==> src/rtl/stf_sequencer.sv <==
// stf_sequencer: streams NUM_REP repetitions of the 16-entry STF ROM over valid/ready,
// optionally halving the very first sample as the overlap window.
module stf_sequencer #(
  parameter int NUM_REP   = 10,
  parameter bit WINDOW_EN = 1'b1
) (
  input  logic        clk,
  input  logic        rstn,
  input  logic        start,
  input  logic        abort,
  output logic [3:0]  rom_addr,
  input  logic [31:0] rom_dout,
  output logic [31:0] m_iq,
  output logic        m_valid,
  input  logic        m_ready,
  output logic        m_last,
  output logic        busy,
  output logic        done
);
  typedef enum logic [1:0] {IDLE, RUN, FLUSH} state_t;
  state_t      state_q, state_d;
  logic [3:0]  addr_q, addr_d, rep_q, rep_d;
  logic [31:0] iq_q, iq_d, win_iq;
  logic        valid_q, valid_d, last_q, last_d, busy_q, busy_d, done_q, done_d;
  logic        slot_free, is_last, win;
  assign slot_free = !valid_q || m_ready;
  assign is_last   = rep_q == 4'(NUM_REP - 1) && addr_q == 4'd15;
  assign win       = WINDOW_EN && rep_q == 4'd0 && addr_q == 4'd0;
  // arithmetic shift of each 16-bit half: replicate the half's sign bit
  assign win_iq    = {rom_dout[31], rom_dout[31:17], rom_dout[15], rom_dout[15:1]};
  always_comb begin
    state_d = state_q;
    addr_d  = addr_q;
    rep_d   = rep_q;
    iq_d    = iq_q;
    valid_d = valid_q;
    last_d  = last_q;
    busy_d  = busy_q;
    done_d  = 1'b0;
    if (abort) begin
      state_d = IDLE;
      addr_d  = 4'd0;
      rep_d   = 4'd0;
      valid_d = 1'b0;
      last_d  = 1'b0;
      busy_d  = 1'b0;
    end else begin
      case (state_q)
        IDLE: if (start) begin
          state_d = RUN;
          addr_d  = 4'd0;
          rep_d   = 4'd0;
          busy_d  = 1'b1;
        end
        RUN: if (slot_free) begin
          iq_d    = win ? win_iq : rom_dout;
          valid_d = 1'b1;
          last_d  = is_last;
          addr_d  = addr_q + 4'd1;
          rep_d   = addr_q == 4'd15 ? rep_q + 4'd1 : rep_q;
          state_d = is_last ? FLUSH : RUN;
        end
        FLUSH: if (valid_q && m_ready) begin
          state_d = IDLE;
          valid_d = 1'b0;
          last_d  = 1'b0;
          done_d  = 1'b1;
          busy_d  = 1'b0;
        end
        default: state_d = IDLE;
      endcase
    end
  end
  always_ff @(posedge clk or negedge rstn) begin
    if (!rstn) begin
      state_q <= IDLE;
      addr_q  <= 4'd0;
      rep_q   <= 4'd0;
      iq_q    <= 32'd0;
      valid_q <= 1'b0;
      last_q  <= 1'b0;
      busy_q  <= 1'b0;
      done_q  <= 1'b0;
    end else begin
      state_q <= state_d;
      addr_q  <= addr_d;
      rep_q   <= rep_d;
      iq_q    <= iq_d;
      valid_q <= valid_d;
      last_q  <= last_d;
      busy_q  <= busy_d;
      done_q  <= done_d;
    end
  end
  assign rom_addr = addr_q;
  assign m_iq     = iq_q;
  assign m_valid  = valid_q;
  assign m_last   = last_q;
  assign busy     = busy_q;
  assign done     = done_q;
endmodule

==> config.mk <==
export PLATFORM = sky130hd
export DESIGN_NAME = stf_sequencer
export DESIGN_NICKNAME = d
export VERILOG_FILES = /design/src/rtl/stf_sequencer.sv
export SDC_FILE = /design/constraint.sdc
export NUM_CORES = 1
export LEC_CHECK = 0
export BUFFER_PORTS_ARGS = -buffer_cell sky130_fd_sc_hd__buf_2
export CAP_MARGIN = 20
export CORE_ASPECT_RATIO = 0.9
export CORE_UTILIZATION = 56
export CTS_CLUSTER_SIZE = 10
export DETAILED_ROUTE_END_ITERATION = 10
export PLACE_DENSITY = 0.86
export SYNTH_ARGS = -nofsm -noshare
export SYNTH_HDL_FRONTEND = slang
export SYNTH_SLANG_ARGS = --single-unit
==> constraint.sdc <==
create_clock -name clk -period 3.4 [get_ports clk]
set_clock_uncertainty 0.05 [all_clocks]
set_input_delay 0.51 -clock clk [delete_from_list [all_inputs] [get_ports clk]]
set_output_delay 0.51 -clock clk [all_outputs]
set_load 0.02 [all_outputs]
# After elaboration in Yosys (flattened, before gate mapping)
# Cells that the tools add are included.
[totals]
ff_bits = 46
in_bits = 37
output_inout_bits = 40
wordCells = 64
[classes]
addsub = 2
eq_ne = 8
mux = 28
n_bitwise = 1
n_reduce_logical = 17
[ops]
columns = ["op", "n"]
rows = [
  ["two-way mux 31 bit", 1],
  ["two-way mux 4 bit", 6],
  ["case mux 4 bit (2 select lines)", 2],
  ["AND reduction 3 bit", 5],
  ["inequality test 3 bit (second input constant)", 4],
  ["two-way mux 1 bit", 10],
  ["two-way mux 2 bit", 5],
  ["nonzero test 3 bit", 3],
  ["adder 4 x 1 -> 4 bit (second input constant)", 2],
  ["== test 4 bit (second input constant)", 2],
  ["zero test 4 bit", 2],
  ["case mux 1 bit (2 select lines)", 3],
  ["case mux 2 bit (3 select lines)", 1],
  ["AND reduction 4 bit", 1],
  ["logical AND 1 bit", 3],
  ["== test 2 x 1 -> 1 bit (second input constant)", 1],
  ["== test 2 bit (second input constant)", 1],
  ["zero test 2 bit", 1],
  ["zero test 1 bit", 1],
  ["logical OR 1 bit", 1],
  ["NOT 1 bit", 1],
]

# Logic depth before layout (Yosys ltp)
[depth]
ltp_word = 6
ltp_mapped = 7
depth_no_buf = 5

# Worst setup path before layout
# Ideal clock, no wire load.
[synth_path]
kind = "register to register"
startpoint = "register addr_q[0] (netlist: rom_addr[0])"
endpoint = "register iq_q[0] (netlist: m_iq[0])"
setup_ps = 79
arrival_time_ps = 1820
required_time_ps = 3271
slack_ps = 1450
path_stages_with_launch = 8
n_path_buf = 2
period_less_slack_ps = 1950
cell_sequence = "dfrtp_1 -> inv_1 -> ha_1 -> or4b_1 -> buf_2 -> buf_6 -> o311a_1 -> a2bb2oi_1"
[synth_between]
elab_chain_cells = 3
[synth_lines]
columns = ["item", "line_no", "text"]
rows = [
  ["start, declared", "22", "logic [3:0] addr_q, addr_d, rep_q, rep_d;"],
  ["start signal, assigned", "86", "addr_q <= addr_d;"],
  ["zero test 4 bit", "28", "assign win = WINDOW_EN && rep_q == 4'd0 && addr_q == 4'd0;"],
  ["logical AND 1 bit", "28", ""],
  ["two-way mux 31 bit", "56", "iq_d = win ? win_iq : rom_dout;"],
  ["end signal, assigned", "88", "iq_q <= iq_d;"],
  ["end, declared", "23", "logic [31:0] iq_q, iq_d, win_iq;"],
]
# No other way between the ends.
# A chain may end at the register's enable or synchronous reset.

# Worst setup path after layout
[layout_path]
startpoint = "register addr_q[0] (netlist: rom_addr[0])"
endpoint = "register iq_q[22] (netlist: m_iq[22])"
# Same word-level chain as after synthesis.

==> flow_summary.toml <==
[outcome]
status = "finished, final reports clean"

[worst_setup_path]
arrival_ps = 2400
critPathLaunchType = "register"
crit_path_max_fanout = 56
timing.critical_path.cells = "inv_1 -> ha_1 -> or4b_2 -> buf_12 -> o311a_1 -> a2bb2oi_1"
critical_path_class = "reg2reg"
cp.required_ps = 3580
crit_path_top_delay_cell = "or4b_2"
critPathCaptureType = "register"
max_stage_delay_ps = 690

[timing]
period_minus_slack_ps = 2220
grt_setup_unrepaired = "false"
slew_violations = 0
report.final.setup_viol = 0
fin_ws_ps = 1180
finalSetupTns_ps = 0
max_freq_ghz = 0.451
max-slew-margin-rel_pct = 30.9
worst_pin_slew_ps = 1040
hold_viol = 0
fin_crit_sh_pct = 65.2

[grt]
grt_max_degree = 61
first_global_vias = 2108
grt.overflow.total = 0
antenna_found_initial = 0
grt_pass1_wl_um = 10100
grt_use_total_pct = 27.2

[floorplanning]
start_util_pct = 58.4
die_w_um = 73.6
io_pins = 77
dieArea_um2 = 4890
rows = 23
coreArea_um2 = 4430
die_h_um = 66.5

[clock_network]
clockBufferDepth = 2
clk_pin_slew_worst_paths_ps = 90
holdBufCountCts = 0
insertion_delay_ps = 300
clock_sinks = 46
cts_setup_buffers = 0
cts_resized = 0
cts_buffers = 5
cts_root_buffer = "clkbuf_8"
htreeDepth = 2
cts_tree = "done"

[place]
portBuffers = 76
pre_cts_ws_ps = 915
place_inst = 372
gp_congestion = 0.768
dp_hpwl_um = 3730

[routing]
wl_um = 5940
ant_nets = 0
routed_via_density = 5.88
wl_per_cell_um = 15.6
num_vias = 2248
first_iter_violations = 149
first_pass_iters = 4
route.detailed.drc = 0

[synth]
postSynthAreaPerCell_um2 = 9.99
syn-cell-area_um2 = 2590
synth_warnings = 0
synth_nets = 301
ys_ff_latch = 46
synth_cell_types = 38
synth-seq-area-share_pct = 44.5
synthCells = 259

[run]
timing.max_cap.violations = 0

[finish]
nFillCells = 376
diodes = 0
drive_gt1_share_pct = 31.6
nets = 361
area_growth_pct = 19.1
instances_no_fill = 382

[min_path]
hp-class = "in2async"

[power]
vdd_drop_max_v = 0.000281
power_density_nw_per_um2 = 495
leakage_nw = 1.62
worst max-delay path, delay by kind of cell (launching register included):
family          cells  cell delay [ps]
simple gates        1              690
compound gates      2              510
flops               1              400
buf+inv             2              330
fa+ha+maj           1              140
final timing paths:
path / startpoint / to / slack, ps / cells past startpoint
setup / recovery: rom_addr[0]$_DFFE_PN0P_ / m_iq[22]$_DFFE_PN0P_ / 1180 / 6
hold / removal: rstn / m_iq[17]$_DFFE_PN0P_ / 50 / 1
setup reg to reg: rom_addr[0]$_DFFE_PN0P_ / m_iq[22]$_DFFE_PN0P_ / 1180 / 6
hold reg to reg: m_iq[31]$_DFFE_PN0P_ / m_iq[31]$_DFFE_PN0P_ / 460 / 1
max in group asynchronous: rstn / rom_addr[2]$_DFFE_PN0P_ / 2750 / 2
min in group clk: rom_dout[31] / m_iq[31]$_DFFE_PN0P_ / 400 / 2
sequential cells by signal, indices dropped and copies added, names as in the netlist:
signal and flops:
rep_q 4, m_valid 1, m_last 1, done 1, rom_addr 4, busy 1
state_q 2, m_iq 32
cells in the mapped netlist:
master	instances	area share [%]
a211oi_1	1	0.29
a21bo_2	1	0.39
a21o_1	2	0.58
a21oi_1	3	0.58
a22o_1	2	0.68
a2bb2oi_1	30	10
a311oi_1	1	0.34
a31oi_1	5	1.2
a32o_1	1	0.39
and2_1	2	0.48
and3_1	2	0.48
and3_2	1	0.29
and3b_2	1	0.39
and4b_1	1	0.39
buf_1	2	0.29
buf_2	4	0.77
buf_6	3	1.3
clkbuf_1	20	2.9
dfrtp_1	46	45
ha_1	5	2.4
inv_1	34	4.9
mux2_2	3	1.3
mux2i_1	1	0.39
nand2_1	3	0.44
nand2b_1	5	1.2
nand3_1	1	0.19
nand3b_1	2	0.58
nand4_1	4	0.97
nor2b_1	3	0.73
nor3b_1	3	0.87
o21ai_0	27	5.2
o21ai_1	5	0.97
o21ba_2	1	0.39
o21bai_1	1	0.29
o2bb2ai_1	1	0.34
o311a_1	30	12
or3b_2	1	0.34
or4b_1	1	0.39
where the power goes:
group          switching (W)  total, W  internal (W)
combinational       0.000276  0.000469      0.000193
sequential         0.0000598  0.000698      0.000638
clock               0.000195  0.000359      0.000164
logic make-up (layout without fill, tap and decap cells):
group	count (synthesis)	count (layout)	share of synthesized area, %
mux	4	4	1.69
simple gates	30	30	7.74
buf+inv	63	124	10.2
flops	46	46	44.5
compound gates	111	111	33.4
fa+ha+maj	5	5	2.42
cell type report:
class	instances	area (µm²)	area share [%]
timing repair buffer	82	450	14.6
sequential	46	1150	37.4
clock inverter	2	12.5	0.406
inverter	34	128	4.14
clock buffer	6	82.6	2.68
tap	62	77.6	2.52
multi-input combinational	150	1180	38.3
through the flow:
| stage | instance area [µm²] | hold WS [ps] | utilization (%) | total power, W |
|---|---|---|---|---|
| global placement | 2950 | 434 | 66.5 | 0.00116 |
| floorplan | 2590 | 164 | - | 0.00101 |
| finish | 3080 | 50.1 | 69.5 | 0.00153 |
| CTS | 3040 | 359 | 68.6 | 0.00153 |
| global route | 3080 | 74.5 | 69.5 | 0.00160 |
| detailed placement | 2950 | 439 | 66.5 | 0.00117 |
per-layer routing:
layer / part of all wire [%] / global-route usage (%) / routed length, µm
met5: 0 / 0 / 0
met4: 1.1 / 9.62 / 68
met3: 6.1 / 7.56 / 360
met2: 46 / 41.7 / 2720
met1: 47 / 37.0 / 2790
placed cells by master, fill, tap and decap left out, types with 2 or more instances in the layout:
master     count
dfrtp_1       46
nand2_1        3
nor2b_1        3
a2bb2oi_1     30
clkbuf_8       6
a21oi_1        3
nand3b_1       2
mux2_2         3
a31oi_1        5
buf_2         76
o21ai_1        5
a22o_1         2
and2_1         2
nand2b_1       4
inv_1         34
nand4_1        4
a21o_1         2
o21ai_0       27
ha_1           5
buf_4          4
nor3b_1        2
buf_12         2
o311a_1       30
and3_1         2
Note: power is estimated with default switching activity, not from simulation.
